$ cat src/rtl/pipe_sequencer.sv
// rtl/pipe_sequencer.sv - LEGv8 five-stage pipeline enable/flush sequencer
// Optional performance counters: define PIPE_PERF_COUNTERS_EN.
module pipe_sequencer #(
  parameter int CNT_W        = 32,
  parameter int MEM_TIMEOUT  = 15,
  parameter int DRAIN_CYCLES = 4
) (
  input  logic             clk,
  input  logic             reset,
  input  logic             load_use,
  input  logic             branch_taken,
  input  logic             dmem_req,
  input  logic             dmem_ready,
  input  logic             halt_req,
  output logic             en_pc,
  output logic             en_ifid,
  output logic             en_idex,
  output logic             en_exmem,
  output logic             en_memwb,
  output logic             flush_ifid,
  output logic             flush_idex,
  output logic             flush_exmem,
  output logic             flush_memwb,
  output logic             halted,
  output logic             mem_err,
  output logic [CNT_W-1:0] stall_cnt,
  output logic [CNT_W-1:0] flush_cnt,
  output logic [CNT_W-1:0] memwait_cnt
);

  typedef enum logic [2:0] {S_INIT, S_RUN, S_MEM_WAIT, S_DRAIN, S_HALTED} state_t;

  localparam logic [7:0] TMO_LAST   = 8'(MEM_TIMEOUT - 1);
  localparam logic [3:0] DRAIN_LAST = 4'(DRAIN_CYCLES - 1);

  state_t     state, state_nx;
  logic [7:0] tmo_cnt, tmo_cnt_nx;
  logic [3:0] drn_cnt, drn_cnt_nx;
  logic       mem_err_nx;
  logic       mem_stall;

  assign mem_stall = dmem_req && !dmem_ready;

  always_ff @(posedge clk) begin
    if (!reset) begin
      state   <= S_INIT;
      tmo_cnt <= '0;
      drn_cnt <= '0;
      mem_err <= 1'b0;
    end else begin
      state   <= state_nx;
      tmo_cnt <= tmo_cnt_nx;
      drn_cnt <= drn_cnt_nx;
      mem_err <= mem_err_nx;
    end
  end

  always_comb begin
    state_nx    = state;
    tmo_cnt_nx  = tmo_cnt;
    drn_cnt_nx  = drn_cnt;
    mem_err_nx  = mem_err;
    en_pc       = 1'b0;
    en_ifid     = 1'b0;
    en_idex     = 1'b0;
    en_exmem    = 1'b0;
    en_memwb    = 1'b0;
    flush_ifid  = 1'b0;
    flush_idex  = 1'b0;
    flush_exmem = 1'b0;
    flush_memwb = 1'b0;
    halted      = 1'b0;
    case (state)
      S_INIT: begin
        {en_ifid, en_idex, en_exmem, en_memwb}             = 4'b1111;
        {flush_ifid, flush_idex, flush_exmem, flush_memwb} = 4'b1111;
        state_nx = S_RUN;
      end
      S_RUN, S_MEM_WAIT: begin
        if (mem_stall) begin
          // Frozen pipeline: branch/load-use stay asserted and are handled after the wait.
          tmo_cnt_nx = tmo_cnt + 8'd1;
          if (tmo_cnt == TMO_LAST) begin
            state_nx   = S_HALTED;
            mem_err_nx = 1'b1;
          end else begin
            state_nx = S_MEM_WAIT;
          end
        end else begin
          tmo_cnt_nx = '0;
          drn_cnt_nx = '0;
          state_nx   = halt_req ? S_DRAIN : S_RUN;
          {en_pc, en_ifid, en_idex, en_exmem, en_memwb} = 5'b11111;
          if (branch_taken) begin
            {flush_ifid, flush_idex, flush_exmem} = 3'b111;
          end else if (load_use) begin
            en_pc      = 1'b0;
            en_ifid    = 1'b0;
            flush_idex = 1'b1;
          end
        end
      end
      S_DRAIN: begin
        if (mem_stall) begin
          tmo_cnt_nx = tmo_cnt + 8'd1;
          if (tmo_cnt == TMO_LAST) begin
            state_nx   = S_HALTED;
            mem_err_nx = 1'b1;
          end
        end else begin
          tmo_cnt_nx = '0;
          {en_ifid, en_idex, en_exmem, en_memwb} = 4'b1111;
          flush_ifid = 1'b1;
          if (drn_cnt == DRAIN_LAST) state_nx = S_HALTED;
          else drn_cnt_nx = drn_cnt + 4'd1;
        end
      end
      S_HALTED: halted = 1'b1;
      default:  state_nx = S_INIT;
    endcase
  end

`ifdef PIPE_PERF_COUNTERS_EN
  localparam logic [CNT_W-1:0] CNT_ONE = 1;

  logic run_dec, mem_evt, br_evt, lu_evt;
  assign run_dec = (state == S_RUN) || (state == S_MEM_WAIT);
  assign mem_evt = mem_stall && (run_dec || (state == S_DRAIN));
  assign br_evt  = run_dec && !mem_stall && branch_taken;
  assign lu_evt  = run_dec && !mem_stall && !branch_taken && load_use;

  // Saturating counters: they hold at all-ones instead of wrapping.
  always_ff @(posedge clk) begin
    if (!reset) begin
      stall_cnt   <= '0;
      flush_cnt   <= '0;
      memwait_cnt <= '0;
    end else begin
      if (lu_evt  && (stall_cnt   != '1)) stall_cnt   <= stall_cnt   + CNT_ONE;
      if (br_evt  && (flush_cnt   != '1)) flush_cnt   <= flush_cnt   + CNT_ONE;
      if (mem_evt && (memwait_cnt != '1)) memwait_cnt <= memwait_cnt + CNT_ONE;
    end
  end
`else
  assign stall_cnt   = '0;
  assign flush_cnt   = '0;
  assign memwait_cnt = '0;
`endif

endmodule

$ cat config.mk
export PLATFORM = sky130hd
export DESIGN_NAME = pipe_sequencer
export DESIGN_NICKNAME = d
export VERILOG_FILES = /design/src/rtl/pipe_sequencer.sv
export SDC_FILE = /design/constraint.sdc
export NUM_CORES = 1
export LEC_CHECK = 0
export ABC_AREA = 1
export CORE_MARGIN = 4
export CORE_UTILIZATION = 34
export CTS_CLUSTER_DIAMETER = 200
export DETAILED_ROUTE_END_ITERATION = 16
export PLACE_DENSITY = 0.81
export SLEW_MARGIN = 20
export SYNTH_ARGS = -nofsm -noshare
export SYNTH_HDL_FRONTEND = slang
export SYNTH_SLANG_ARGS = --single-unit
$ cat constraint.sdc
create_clock -name clk -period 1.5 [get_ports clk]
set_input_delay 0.375 -clock clk [delete_from_list [all_inputs] [get_ports clk]]
set_output_delay 0.375 -clock clk [all_outputs]
set_load 0.05 [all_outputs]
==> impl_metrics.yaml, run 1 <==
status:
  status: "finished, violations left"
  violations: "setup timing"
global_routing:
  grt_pass1_vias: 1149
  grt_max_degree: 10
  antenna_found_initial: 0
  grtUsageTotal: 0.0926
  top_usage_layer: "met2"
  grt_overflow: 0
  grtUsageMet2: 0.171
  met3_usage: 0.0260
  grt_pass1_wl_um: 4800
  met1_usage: 0.105
synthesis:
  synthSimpleGateAreaFrac: 0.238
  syn_inst: 255
  synth-seq-cells: 16
  yosysTopAreaCell: "buf_4"
  synth.top_cells.by_count: "buf_4, nand2_1, nor2_1, dfxtp_1, inv_1"
  synth_compound_area_frac: 0.0841
  synth_xor_area_frac: 0.00499
  syn_avg_cell_area_um2: 6.88
  synth_top_family_by_area: "buffers and inverters"
  syn_area_um2: 1760
  async_reset_ff_frac: 0
  synth.distinct_cells: 27
  synth_top_area_frac: 0.419
  synthMostInstantiatedCell: "buf_4"
  synthMuxAreaShare: 0
  synthFlopType: "dfxtp_1"
  ys_seq_area_frac: 0.182
  synth.area.top_cells: "buf_4, dfxtp_1, nand2_1"
  synth_edf_count: 0
  yosys_warnings: 0
  synth_fa_ha_area_frac: 0.0214
timing:
  setup_violations: 10
  finalHoldViolations: 0
  period_share: 1.14
  slew_viol_final: 0
  max_freq_mhz: 583
  finClkSkew_ns: 0.00160
  min_period_ns: 1.72
  fin_ws_ns: -0.215
  rsz0062_at_grt: "true"
  finalSetupTns_ns: -1.70
drt:
  wl_per_cell_um: 9.20
  drc: 0
  antenna_left: 0
  vias: 1365
  first_pass_iters: 4
  routed_wl_um: 3280
  vias_per_cell: 3.82
  drtIter0Drc: 65
setup_path:
  start_kind: "register"
  path_max_fanout: 4
  cp_cell_sequence: "nor2_4 > nor2_4 > nand2_4 > nor2_4 > nand2_2 > nand3_2 > buf_12"
  cp_data_arrival_time_ns: 1.34
  cp_data_required_time_ns: 1.12
  crit_top_cell: "nor2_4"
  cp_num_buf_inv: 1
  critical_path.slowest_cell: "dfxtp_4"
  criticalPathCategory: "register to output pin"
  endpoint_kind: "output pin"
  max_stage_delay_ns: 0.38
  crit_family: "simple AND/OR/NAND/NOR gates"
clock_network:
  cts.sinks: 16
  cts_buffers: 3
  cts_tree: "yes"
  clockBufferDepth: 2
  root_buffer: "clkbuf_8"
  worstSkewPairLatency_ns: 0.25
  cts_max_level: 1
  path_clk_slew_ns: 0.06
  ctsHoldBuffers: 0
floorplan:
  initial_core_util: 0.362
  io_pins: 114
  core_area_um2: 4850
  row_count: 25
  die_h_um: 79.9
  die_w_um: 79.9
  dieArea_um2: 6380
run:
  maxCapViolCount: 0
min_path:
  min_path_type: "register to register"
place:
  gp_congestion: 0.834
  io_buffer_count: 17
  hpwl_um: 2650
final_layout:
  post-route-util: 0.429
  n_antenna_cell: 0
  fin_nets: 302
  post_route_cells_drive_above_1_share: 0.259
  area_growth_syn_to_layout_pct: 18.5
power:
  p_leak_uw: 0.00107
  pwr_density_cell_nw_per_um2: 1170
  max-vdd-ir-drop_mv: 0.465
==> layout by cell type, fill, tap and decap left out, types with 3 or more instances in the layout <==
cell type	synthesis	routed
o21ai_1	6	5
conb_1	1	96
buf_4	98	17
nor2_1	26	19
ha_1	3	3
inv_1	16	11
nor2_4	2	8
nand2_2	1	4
dfxtp_1	16	13
nand3_1	15	12
o21ai_0	4	4
clkbuf_8	0	3
nand2_1	35	28
a21oi_1	13	13
nand3_2	1	3
nand2_4	1	4
inv_2	5	9
buf_12	0	11
==> worst register-to-register path: stages, from the launching register on <==
cell	delay, ns
dfxtp_2	0.34
buf_6	0.13
buf_4	0.14
inv_2	0.13
nand3_2	0.13
nor2_1	0.12
nand2_1	0.07
nand3_1	0.06
nand2_1	0.07
a21oi_1	0.12
==> power by group <==
part           internal, uW  leakage (uW)  switching (uW)
clock                   178     0.0000216             139
sequential              455      0.000132            29.8
combinational           490      0.000916            1130
total                  1120       0.00107            1300
==> layout make-up <==
class	instances	area (um2)
multi-input cells	214	1110
repair buffers	36	433
clock buffers	3	41.3
inverters	21	81.3
fillers	495	2770
flip-flops and latches	16	329
well taps	67	83.8
==> layer usage <==
layer | up-vias | wire (um)
met3 | 2 | 369
met2 | 69 | 1670
met4 | 0 | 10
li1 | 673 | -
met5 | - | 0
met1 | 621 | 1240
==> repair_timing <==
item | 4_1_cts | 5_1_grt
pin swaps | 7 | 6
gates resized for setup | 11 | 14
setup buffers | 6 | 1
setup endpoints to repair | 12 | 12
==> worst paths after layout <==
| kind | from | endpoint | slack [ns] | depth (start not counted) |
|---|---|---|---|---|
| hold / removal | drn_cnt[3] | drn_cnt[3] | 0.50 | 2 |
| setup reg to reg | state[2] | state[0] | 0.12 | 9 |
| setup / recovery | state[0] | flush_ifid | -0.22 | 7 |
| hold reg to reg | drn_cnt[3] | drn_cnt[3] | 0.50 | 2 |
==> through the flow <==
step	total power (uW)	hold slack (ns)	worst slack (ns)	cell area, um2	std cells
2_1_floorplan	1820	0.465	-0.152	2220	350
3_3_place_gp	2010	0.480	-0.387	1920	348
3_5_place_dp	2020	0.496	-0.401	1920	348
4_1_cts	2410	0.506	-0.295	2040	357
5_1_grt	2530	0.532	-0.306	2080	357
6_report	2420	0.501	-0.215	2080	357
==> state kept, by name, summed over array words and instances, names as in the netlist <==
register and flops:
state 3, tmo_cnt 8, mem_err 1, drn_cnt 4
==> cells by family (layout without fill, tap and decap cells) <==
group / Yosys count / in the layout
adder cells (fa/ha/maj): 3 / 3
XOR/XNOR: 1 / 1
AND/OR/NAND/NOR: 87 / 87
AO/OA/AOI/OAI: 27 / 27
buffers and inverters: 120 / 60
other: 1 / 96
flip-flops: 16 / 16
Power figures use the tool's default switching activity.
==> run 2: changes to the inputs <==
--- a/config.mk
+++ b/config.mk
@@ -6,11 +6,13 @@
 export NUM_CORES = 1
 export LEC_CHECK = 0
 export ABC_AREA = 1
-export CORE_MARGIN = 4
+export CORE_MARGIN = 10
 export CORE_UTILIZATION = 34
 export CTS_CLUSTER_DIAMETER = 200
+export CTS_CLUSTER_SIZE = 8
 export DETAILED_ROUTE_END_ITERATION = 16
 export PLACE_DENSITY = 0.81
+export SETUP_SLACK_MARGIN = 0.05
 export SLEW_MARGIN = 20
 export SYNTH_ARGS = -nofsm -noshare
 export SYNTH_HDL_FRONTEND = slang
==> run 2 against run 1 <==
Compared with the run above:
- the flow still finishes with violations (setup timing)
- maximum frequency decreased by 3.0%
- sequential share of layout area decreased by 0.65 points
- routed wire length increased by 22%
- sequential cell count unchanged
- critical path type unchanged
- clock-buffer cell count increased by 1
- die area increased by 32%
- first-iteration DRC count decreased by 46%
- highest routed layer unchanged
- sequential power decreased by 1%
- design area increased by 3.5%
- critical path depth unchanged
- non-clock buffer count increased by 5
==> impl_metrics.yaml, run 2 (synthesis gave the netlist of run 1 again) <==
status:
  status: "finished, violations left"
  violations: "setup timing"
clock_network:
  cts_tree: "yes"
  clockBufferDepth: 2
  cts.sinks: 16
  cts_buffers: 3
  root_buffer: "clkbuf_8"
  ctsHoldBuffers: 0
  path_clk_slew_ns: 0.07
  worstSkewPairLatency_ns: 0.26
  cts_max_level: 1
final_layout:
  multiInputGateArea_um2: 1130
  fillCellCount: 532
  regArea_um2: 327
  fin_nets: 307
  regMostFlops: "tmo_cnt"
  n_antenna_cell: 0
  area_growth_syn_to_layout_pct: 22.6
  post-route-util: 0.427
  largest_registers: "tmo_cnt (8), drn_cnt (4), state (3)"
  layout_common_cells: "conb_1, nand2_1, buf_4"
  largest_reg_flops: 8
  final_common_cell: "conb_1"
  post_route_cells_drive_above_1_share: 0.267
global_routing:
  grt_pass1_wl_um: 6540
  grt_overflow: 0
  grt_pass1_vias: 1439
  grt_max_degree: 10
  grtUsageTotal: 0.0884
  antenna_found_initial: 0
floorplan:
  die_h_um: 91.9
  dieArea_um2: 8440
  initial_core_util: 0.348
  row_count: 26
  core_area_um2: 5040
  io_pins: 114
  die_w_um: 91.9
setup_path:
  start_kind: "register"
  cp_data_required_time_ns: 1.12
  criticalPathCategory: "register to output pin"
  endpoint_kind: "output pin"
  path_max_fanout: 4
  cp_data_arrival_time_ns: 1.39
place:
  hpwl_um: 3250
  gp_congestion: 0.872
  io_buffer_count: 17
timing:
  finClkSkew_ns: 0.0108
  setup_violations: 10
  fin_ws_ns: -0.268
  finalHoldViolations: 0
  period_share: 1.18
  min_period_ns: 1.77
  max_freq_mhz: 566
  rsz0062_at_grt: "true"
  slew_viol_final: 0
  finalSetupTns_ns: -2.35
drt:
  vias: 1377
  drc: 0
  routed_wl_um: 4010
  antenna_left: 0
  first_pass_iters: 6
  drtIter0Drc: 35
  wl_per_cell_um: 10.9
  vias_per_cell: 3.76
power:
  pwr_density_cell_nw_per_um2: 1200
  netSwitchingFraction: 0.526
  p_seq_frac: 0.186
  p_comb_frac: 0.658
  switchingPower_uw: 1350
  p_int_uw: 1220
  pwr-share-clk: 0.156
  max-vdd-ir-drop_mv: 0.502
  p_leak_uw: 0.00109
run:
  maxCapViolCount: 0
min_path:
  min_path_type: "register to register"
[run 2: changes by cell type in the layout (fill, tap and decap cells not counted), moves of 2 or more]
cell            delta
buf_4              +5
inv_2              -4
inv_4              +2
inv_1              +2
nand2_2            -2
dlymetal6s2s_1     -2
[run 2: timing repair]
action | in CTS | in global routing
gates resized for setup | 17 | 8
setup buffers | 6 | 6
pin swaps | 7 | 6
endpoints found under the setup margin | 17 | 15
[run 2: metrics by stage]
stage                     instances  hold slack [ns]  total power, uW  instance area (um2)  setup WS (ns)
after global routing            366            0.542             2690                 2150         -0.337
after CTS                       361            0.502             2510                 2080         -0.296
after floorplan                 350            0.465             1820                 2220         -0.152
after detailed placement        351            0.490             2020                 1930         -0.399
after global placement          351            0.480             2010                 1930         -0.387
final                           366            0.508             2570                 2150         -0.268
[run 2: layout make-up]
type,count,share of cell area
clock buffers,4,0.0256
inverters,21,0.0401
multi-input cells,214,0.526
flip-flops and latches,16,0.152
well taps,70,0.0407
repair buffers,41,0.216
[run 2: worst paths after layout]
check	start	end	slack (ns)	cells after the start
setup / recovery	state[1]	en_exmem	-0.27	7
hold / removal	drn_cnt[2]	drn_cnt[2]	0.51	2
setup reg to reg	state[0]	drn_cnt[3]	0.09	10
hold reg to reg	drn_cnt[2]	drn_cnt[2]	0.51	2
[run 2: per-layer routing]
metal / vias up / wire [um] / global-route usage
met3: 3 / 371 / 0.0407
li1: 690 / - / -
met1: 616 / 1570 / 0.0951
met4: 0 / 22 / 0.0167
met5: - / 0 / 0
met2: 68 / 2040 / 0.156
[run 2: power by group through the flow]
stage / Clock (uW) / Sequential, uW / Combinational [uW]
after floorplan: 0 / 485 / 1340
after global placement: 0 / 483 / 1530
after detailed placement: 0 / 486 / 1540
after CTS: 406 / 475 / 1630
after global routing: 434 / 483 / 1780
final: 401 / 479 / 1690
[run 2: critical path: stages (launching register included)]
cell and delay [ns]:
dfxtp_4 0.36, buf_6 0.12, inv_4 0.05, nand2_4 0.05, nor2_4 0.19, inv_4 0.11
nand2_8 0.11, buf_12 0.14
